===== src/rtl/bmp_cmd_sched.sv =====
// Command scheduler: queues BMP/font placement writes with their X/Y snapshot and issues them one at a time.
// Optional vsync frame gating of issue is enabled by defining BMP_VSYNC_GATE_EN.
module bmp_cmd_sched #(
  parameter int DEPTH    = 8,
  parameter int START_TO = 4
) (
  input  logic        clk,
  input  logic        rst,
  input  logic        bmp_sel,
  input  logic        wr_en,
  input  logic [15:0] addr,
  input  logic [15:0] databus,
  output logic [15:0] rd_data,
  input  logic        placer_busy,
  input  logic        vga_vs,
  output logic        add_img,
  output logic        add_fnt,
  output logic        rem_img,
  output logic [4:0]  image_indx,
  output logic [5:0]  fnt_indx,
  output logic [9:0]  xloc,
  output logic [8:0]  yloc,
  output logic        fifo_full,
  output logic        fifo_empty
);

  localparam int AW = (DEPTH > 1) ? $clog2(DEPTH) : 1;
  localparam int EW = 35;
  localparam int TW = $clog2(START_TO + 1) + 1;

  typedef enum logic [1:0] {
    IDLE       = 2'd0,
    ISSUE      = 2'd1,
    WAIT_START = 2'd2,
    WAIT_DONE  = 2'd3
  } state_t;

  state_t          state_reg;
  logic [9:0]      xs_reg;
  logic [8:0]      ys_reg;
  logic [EW-1:0]   mem [DEPTH];
  logic [AW-1:0]   wr_ptr_reg;
  logic [AW-1:0]   rd_ptr_reg;
  logic [5:0]      count_reg;
  logic            ovf_reg;
  logic [TW-1:0]   to_cnt_reg;
  logic [EW-1:0]   head;
  logic            reg_wr;
  logic            push_req;
  logic            push_ok;
  logic            flush;
  logic            ovf_clr;
  logic            pop;
  logic            issue_ok;

  assign reg_wr   = bmp_sel & wr_en;
  assign push_req = reg_wr && (addr == 16'hC00A);
  assign flush    = reg_wr && (addr == 16'hC00B) && databus[0];
  assign ovf_clr  = reg_wr && (addr == 16'hC00B) && databus[1];

  assign fifo_full  = (count_reg == 6'(DEPTH));
  assign fifo_empty = (count_reg == 6'd0);

  assign head    = mem[rd_ptr_reg];
  assign pop     = (state_reg == IDLE) && !fifo_empty && !placer_busy && issue_ok;
  // A push into a full FIFO still fits when the head leaves in the same cycle.
  assign push_ok = push_req && (!fifo_full || pop);

  assign rd_data = (bmp_sel && addr == 16'hC00B)
                 ? {ovf_reg, 2'b00, state_reg, count_reg, 3'b000, fifo_full, fifo_empty}
                 : 16'h0000;

`ifdef BMP_VSYNC_GATE_EN
  logic [2:0] vs_sync_reg;
  logic       gate_reg;

  always_ff @(posedge clk) begin
    if (rst) begin
      vs_sync_reg <= 3'b111;
      gate_reg    <= 1'b0;
    end else begin
      vs_sync_reg <= {vs_sync_reg[1:0], vga_vs};
      if (fifo_empty)
        gate_reg <= 1'b0;
      else if (vs_sync_reg[2] && !vs_sync_reg[1])
        gate_reg <= 1'b1;
    end
  end

  assign issue_ok = gate_reg;
`else
  logic unused_vs;
  assign unused_vs = vga_vs;
  assign issue_ok  = 1'b1;
`endif

  logic unused_head;
  assign unused_head = ^head[14:6];

  always_ff @(posedge clk) begin
    if (rst) begin
      xs_reg <= '0;
      ys_reg <= '0;
    end else begin
      if (reg_wr && addr == 16'hC008) xs_reg <= databus[9:0];
      if (reg_wr && addr == 16'hC009) ys_reg <= databus[8:0];
    end
  end

  // Storage array kept free of reset so it can map onto RAM.
  always_ff @(posedge clk) begin
    if (push_ok && !flush)
      mem[wr_ptr_reg] <= {xs_reg, ys_reg, databus};
  end

  always_ff @(posedge clk) begin
    if (rst || flush) begin
      wr_ptr_reg <= '0;
      rd_ptr_reg <= '0;
      count_reg  <= '0;
    end else begin
      if (push_ok) wr_ptr_reg <= wr_ptr_reg + AW'(1);
      if (pop)     rd_ptr_reg <= rd_ptr_reg + AW'(1);
      count_reg <= count_reg + {5'b0, push_ok} - {5'b0, pop};
    end
  end

  always_ff @(posedge clk) begin
    if (rst)
      ovf_reg <= 1'b0;
    else if (ovf_clr)
      ovf_reg <= 1'b0;
    else if (push_req && fifo_full && !pop && !flush)
      ovf_reg <= 1'b1;
  end

  // Pulses are loaded at pop so they are high exactly during the ISSUE cycle.
  always_ff @(posedge clk) begin
    if (rst) begin
      state_reg  <= IDLE;
      to_cnt_reg <= '0;
      add_img    <= 1'b0;
      add_fnt    <= 1'b0;
      rem_img    <= 1'b0;
      image_indx <= '0;
      fnt_indx   <= '0;
      xloc       <= '0;
      yloc       <= '0;
    end else begin
      add_img <= 1'b0;
      add_fnt <= 1'b0;
      rem_img <= 1'b0;
      case (state_reg)
        IDLE: begin
          if (pop) begin
            xloc       <= head[34:25];
            yloc       <= head[24:16];
            image_indx <= head[5:1];
            fnt_indx   <= {1'b0, head[5:1]};
            add_img    <= head[0];
            add_fnt    <= ~head[0];
            rem_img    <= head[0] & head[15];
            state_reg  <= ISSUE;
          end
        end
        ISSUE: begin
          to_cnt_reg <= TW'(START_TO);
          state_reg  <= WAIT_START;
        end
        WAIT_START: begin
          if (placer_busy)
            state_reg <= WAIT_DONE;
          else if (to_cnt_reg <= TW'(1))
            state_reg <= IDLE;
          else
            to_cnt_reg <= to_cnt_reg - TW'(1);
        end
        WAIT_DONE: begin
          if (!placer_busy) state_reg <= IDLE;
        end
        default: state_reg <= IDLE;
      endcase
    end
  end

endmodule

===== config.mk =====
export PLATFORM = sky130hd
export DESIGN_NAME = bmp_cmd_sched
export DESIGN_NICKNAME = d
export VERILOG_FILES = /design/src/rtl/bmp_cmd_sched.sv
export SDC_FILE = /design/constraint.sdc
export NUM_CORES = 1
export LEC_CHECK = 0
export CAP_MARGIN = 20
export CORE_UTILIZATION = 45
export CTS_BUF_LIST = sky130_fd_sc_hd__clkbuf_4
export DETAILED_ROUTE_END_ITERATION = 16
export SYNTH_ARGS = -nofsm -noshare
export SYNTH_HDL_FRONTEND = slang
export SYNTH_SLANG_ARGS = --single-unit

===== constraint.sdc =====
create_clock -name clk -period 9.7 [get_ports clk]
set_input_delay 1.94 -clock clk [delete_from_list [all_inputs] [get_ports clk]]
set_output_delay 1.94 -clock clk [all_outputs]
set_load 0.02 [all_outputs]

==> metrics.txt, run 1 <==
GRT Residual Overflow 0; net switching power 0.865 mW; Starting Density ~46%; Most used DFF post-synth edfxtp_1; Pint between 2 and 2.5 mW; period utilization between 60% and 70%; Layout Skew ~56 ps; CP bufs+invs 2; Setup Crit Path Kind primary input to output port; die area about 0.024 sq mm; Max FO, Critical Path 11; FILL cells ~1,900; gr usage total a little under a fifth; vias in the first global route roughly 6,200; max reg flops between 200 and 250; placed inst area roughly 0.012 sq mm; # port buffers 76; DIE HEIGHT 156 microns; Crit path max-delay family simple AND/OR/NAND/NOR gates; Root Driver clkbuf_4; Min Clock Period, post-route 6530 ps; PD cells roughly 250 mW/mm^2; WL final between 20,000 and 25,000 microns; Clk pwr share 32.9%; non-filler cells, final roughly 1,100; area share of the largest cell type after synthesis between 50% and 60%; most numerous cell on the critical path clkdlybuf4s50_1; sequential area share after synthesis 70.9%; maxcap violations 0; mapped cell area between 0.01 and 0.015 sq mm; post-layout util 54.9%; drt first pass iters 4; Clock Tree Buf Depth 3; largest net degree at the start of global routing between 50 and 60; initial antenna violation count 1; Yosys top cell by area edfxtp_1; Final Setup Violations 0; top cells by area, synth edfxtp_1 (58%), dfxtp_1 (13%), mux4_2 (11%); fraction of layout cells with a size suffix above 1 25.5%; Slew HR around a quarter; Peak VDD IR approximately 0.12 mV; fmax roughly 150 MHz; DRC viols 0; EDFF count, synth 208; post-layout instance area between 0.01 and 0.015 sq mm; CP Data Arrival Time 4590 ps; Seq pwr share approximately 44%; setup TNS 0 ps; fin. max-slew vios 0; IO Count between 80 and 90; dpl cells around 1,000; clk slew on worst S/H paths around 50 ps; area grow syn2layout 19.7%; Vias/cell roughly 5; worst path cell trace clkdlybuf4s50_1, nor4bb_1, nand4b_1, nor3_1, and2_1, clkdlybuf4s50_1; H-tree depth 3; Avg WL per Cell ~20 microns; clk sinks around 280; worst skew pair latency between 600 and 700 ps; Net Sw Frac between 20% and 30%; die width around 160 microns; Leakage 4.17 nW; Gate power share a little under a quarter; register bit count reported by yosys between 200 and 300; initial DRC count ~330; critical path startpoint category primary input; DP HPWL 12,000 microns; TritonCTS clock tree yes; synth warn 0; Num CTS Buffers between 70 and 80; core area 0.0234 sq mm; post-CTS setup buffers 0; Synth async-reset ratio 0%; Fin. Hold Viols 0; status finished clean; CP max-delay cell clkdlybuf4s50_1; CP required 7760 ps; Gate Count Post-Synth 631; # rows between 50 and 60; PostCTS Resize Cnt 0; Avg Synthesized Cell Area between 15 and 20 sq um; GPL Wtd Cong roughly 0.75; Hold Path Class flop to flop; Final nets between 800 and 900; via count 5,836; Hold Buf Count CTS 0; Worst Setup End Kind output port; Final ANT Viol Nets 0; Max stage delay on crit path a little over 600 ps; slew of the pin with the lowest slew margin approximately 1100 ps; global-route wire length before repair between 30,000 and 40,000 microns; Netlist cell types 42; unrepaired setup endpoints after global routing false
-- cell families after synthesis --
kind of cell,count (synthesis),synth area share [%]
and+or+nand+nor,133,5.94
other,1,0.0349
xor gates and xnor gates,7,0.571
buffers and inverters,56,2.51
muxes,100,15.4
DFF,276,70.9
adders and majority gates,13,1.58
AOI/OAI and AO/OA,45,3.10
-- cell type report --
class / count / area, sq um / share of cell area, %
diodes: 1 / 2.50 / 0.0195
repair buffers: 90 / 881 / 6.85
multi-input cells: 304 / 2920 / 22.7
well taps: 319 / 399 / 3.11
clock buffers: 113 / 848 / 6.60
inverters: 14 / 52.6 / 0.409
clock inverters: 19 / 131 / 1.02
flip-flops and latches: 276 / 7610 / 59.2
-- cells in the final DEF, fill, tap and decap left out, drive strengths merged, types with 4 or more instances in the layout --
| cell type | n |
|---|---|
| nor4 | 11 |
| inv | 17 |
| and2 | 5 |
| conb | 6 |
| xnor2 | 4 |
| buf | 15 |
| nor3 | 10 |
| a21oi | 9 |
| ha | 12 |
| nand2b | 5 |
| nand2 | 14 |
| clkbuf | 113 |
| nor2 | 70 |
| nand3 | 4 |
| dfxtp | 68 |
| a211oi | 24 |
| clkinv | 13 |
| mux4 | 52 |
| edfxtp | 208 |
| mux2i | 46 |
| clkdlybuf4s50 | 75 |
-- metrics by stage --
step	hold WS (ps)	setup slack [ps]	power, mW
after floorplan	454	4350	1.93
after global placement	457	3190	2.13
after detailed placement	478	3120	2.16
after CTS	486	3120	3.21
after global routing	505	2820	3.34
final	482	3170	3.16
-- routing by layer --
layer  part of all wire [%]  routed length (microns)  vias to the layer above  GRT usage [%]
met3                    9.7                     2150                       20           4.98
met2                     49                    10900                      220           32.5
met4                   0.93                      207                        0           7.05
met1                     40                     8900                     2840           23.7
met5                      0                        0                        -              0
li1                       -                        -                     2756              -
-- cells in the mapped netlist (2+ instances only) --
master	n
and2_1	5
nor2_1	70
buf_2	8
ha_1	12
nor4b_1	2
o21ai_0	3
clkbuf_1	20
o21bai_1	2
nand2b_1	5
a211oi_1	24
inv_1	14
nand3_1	4
mux2i_1	46
a22oi_1	2
nand2_1	14
dfxtp_1	68
nor4_1	11
xor2_1	3
nor3_1	10
nor3b_1	3
xnor2_1	4
a21oi_1	9
buf_4	11
mux2_2	2
nor4bb_1	2
edfxtp_1	208
buf_1	2
nor2b_1	2
mux4_2	52
-- power by group through the flow --
stage                     clock network (mW)  registers (mW)  logic [mW]
after floorplan                            0            1.42       0.510
final                                   1.04            1.40       0.719
after global placement                     0            1.46       0.663
after CTS                               1.07            1.40       0.730
after global routing                    1.14            1.41       0.781
after detailed placement                   0            1.43       0.727
-- path summary, 6_finish.rpt --
kind | from | end | slack [ps] | depth (start not counted)
worst max-delay path | addr[3] | rd_data[11] | 3170 | 6
worst min-delay path | rd_ptr_reg[1]$_SDFFE_PP0N_ | flop | 480 | 2
worst max register to register | count_reg[3]$_SDFF_PP0_ | mem[2][18]$_DFFE_PP_ | 6260 | 8
worst min register to register | rd_ptr_reg[1]$_SDFFE_PP0N_ | flop | 480 | 2
-- worst reg2reg max path, delay by kind of cell, from the launching register on --
family / cells / cell delay (ps)
AND/OR/NAND/NOR: 4 / 1570
buffers and inverters: 2 / 540
AO/OA/AOI/OAI: 1 / 430
flip-flops: 1 / 370
adder cells (fa/ha/maj): 1 / 180
No activity file was read; power rests on OpenSTA's default activity.
==> inputs of run 2 (changes only) <==
- PLACE_DENSITY: not set -> 0.67
- clock period: 9.7 -> 5.5 ns (I/O delays scaled with it)
==> run 2 against run 1 <==
Die area is the same. Clock skew down 16 ps. Cell area is 0.40% lower. Power is 73% higher. Final cell count down 0.35%. Critical endpoint unchanged.
==> metrics.txt, run 2 (same netlist as run 1, synthesis figures left out) <==
Final ANT Viol Nets 0; Reg2Reg Setup Slack between 2000 and 2500 ps; FILL cells 1,902; most numerous cell on the critical path clkdlybuf4s50_1; # port buffers 76; clk sinks roughly 280; via count about 5,900; maxcap violations 0; fmax between 200 and 250 MHz; # rows 56; worst path cell trace clkdlybuf4s50_1, nor4b_1, nand4b_1, buf_4, nor3_1, and2_1, clkdlybuf4s50_1; worst skew pair latency ~650 ps; PostCTS Resize Cnt 0; WL final roughly 22,000 microns; DP HPWL between 10,000 and 15,000 microns; Leakage approximately 4.2 nW; die width 156 microns; Peak VDD IR 0.237 mV; Clock Tree Buf Depth 3; Max stage delay on crit path approximately 600 ps; gr usage total a little under a fifth; Max FO, Critical Path 11; initial antenna violation count 1; CP required approximately 4400 ps; Vias/cell 5.25; Gate power share 24.2%; Final Setup Violations 0; setup TNS 0 ps; Net Sw Frac roughly 28%; final worst-path setup slack roughly 980 ps; area grow syn2layout 19.2%; Avg WL per Cell between 15 and 20 microns; Final nets ~800; DIE HEIGHT about 160 microns; Pint approximately 3.9 mW; post-layout util a little over half; Layout Skew between 30 and 40 ps; Worst Setup End Kind output port; critical path startpoint category primary input; vias in the first global route 6,310; Crit path max-delay family buffers and inverters; TritonCTS clock tree yes; Root Driver clkbuf_4; max reg flops around 210; most common cell after layout, fill and taps aside edfxtp_1; post-CTS setup buffers 0; most frequent cells in the layout edfxtp_1 (208), clkbuf_4 (106), clkdlybuf4s50_1 (75); Min Clock Period, post-route 4520 ps; GPL Wtd Cong 0.724; Fin. Hold Viols 0; status finished clean; IO Count 89; fraction of layout cells with a size suffix above 1 25.0%; die area between 0.02 and 0.025 sq mm; CP bufs+invs 3; Clk pwr share a little under a third; global-route wire length before repair ~34,000 microns; largest net degree at the start of global routing 55; Setup Crit Path Kind primary input to output port; drt first pass iters 5; CP max-delay cell clkdlybuf4s50_1; unrepaired setup endpoints after global routing false; Slew HR between 30 and 40%; clk slew on worst S/H paths roughly 70 ps; net switching power around 1.5 mW; slew of the pin with the lowest slew margin 929 ps; initial DRC count 458; fin. max-slew vios 0; dpl ws 971 ps; Starting Density a little under half; Seq pwr share approximately 44%; CP Data Arrival Time about 3400 ps; Hold Buf Count CTS 0; core area approximately 0.023 sq mm; Num CTS Buffers 69; Hold Path Class flop to flop; DRC viols 0; PD cells ~430 mW/mm^2; period utilization ~82%; GRT Residual Overflow 0; H-tree depth 3
run 2: tightest hold or removal path, stage by stage (launching register included):
cell and delay (ps):
dfxtp_1 320, nand2_1 60, a21oi_1 70
run 2: worst paths after layout:
| check | from | to | depth (start not counted) |
|---|---|---|---|
| worst max-delay path | addr[5] | rd_data[11] | 7 |
| worst min-delay path | rd_ptr_reg[1]$_SDFFE_PP0N_ | flop | 2 |
| worst max register to register | count_reg[3]$_SDFF_PP0_ | mem[4][19]$_DFFE_PP_ | 8 |
| worst min register to register | rd_ptr_reg[1]$_SDFFE_PP0N_ | flop | 2 |
run 2: power by group through the flow:
stage          sequential [mW]  clock (mW)  combinational (mW)
2_1_floorplan             2.51           0               0.898
3_3_place_gp              2.55           0                1.19
3_5_place_dp              2.55           0                1.22
4_1_cts                   2.51        1.77                1.23
5_1_grt                   2.43        1.88                1.43
6_report                  2.42        1.72                1.32
run 2: metrics by stage:
| stage | std cells | power, mW | area [sq um] | hold WS, ps |
|---|---|---|---|---|
| floorplan | 636 | 3.40 | 10800 | 454 |
| global placement | 1006 | 3.74 | 11900 | 462 |
| detailed placement | 1006 | 3.77 | 11900 | 492 |
| CTS | 1130 | 5.50 | 12800 | 501 |
| global route | 1132 | 5.75 | 12800 | 516 |
| finish | 1132 | 5.45 | 12800 | 499 |
run 2: layer usage:
metal / vias up / wire length [microns] / track usage, %
met5: - / 0 / 0
met4: 0 / 339 / 7.80
met2: 196 / 10700 / 31.9
li1: 2738 / - / -
met3: 33 / 1320 / 4.07
met1: 2978 / 9340 / 22.9
run 2: layout make-up:
class	count	area (sq um)	area share, %
Antenna cell	1	2.50	0.0196
Clock buffer	106	796	6.22
Clock inverter	18	104	0.811
Inverter	14	52.6	0.411
Multi-Input combinational cell	304	2920	22.8
Sequential cell	276	7610	59.5
Tap cell	319	399	3.12
Timing Repair Buffer	94	911	7.12
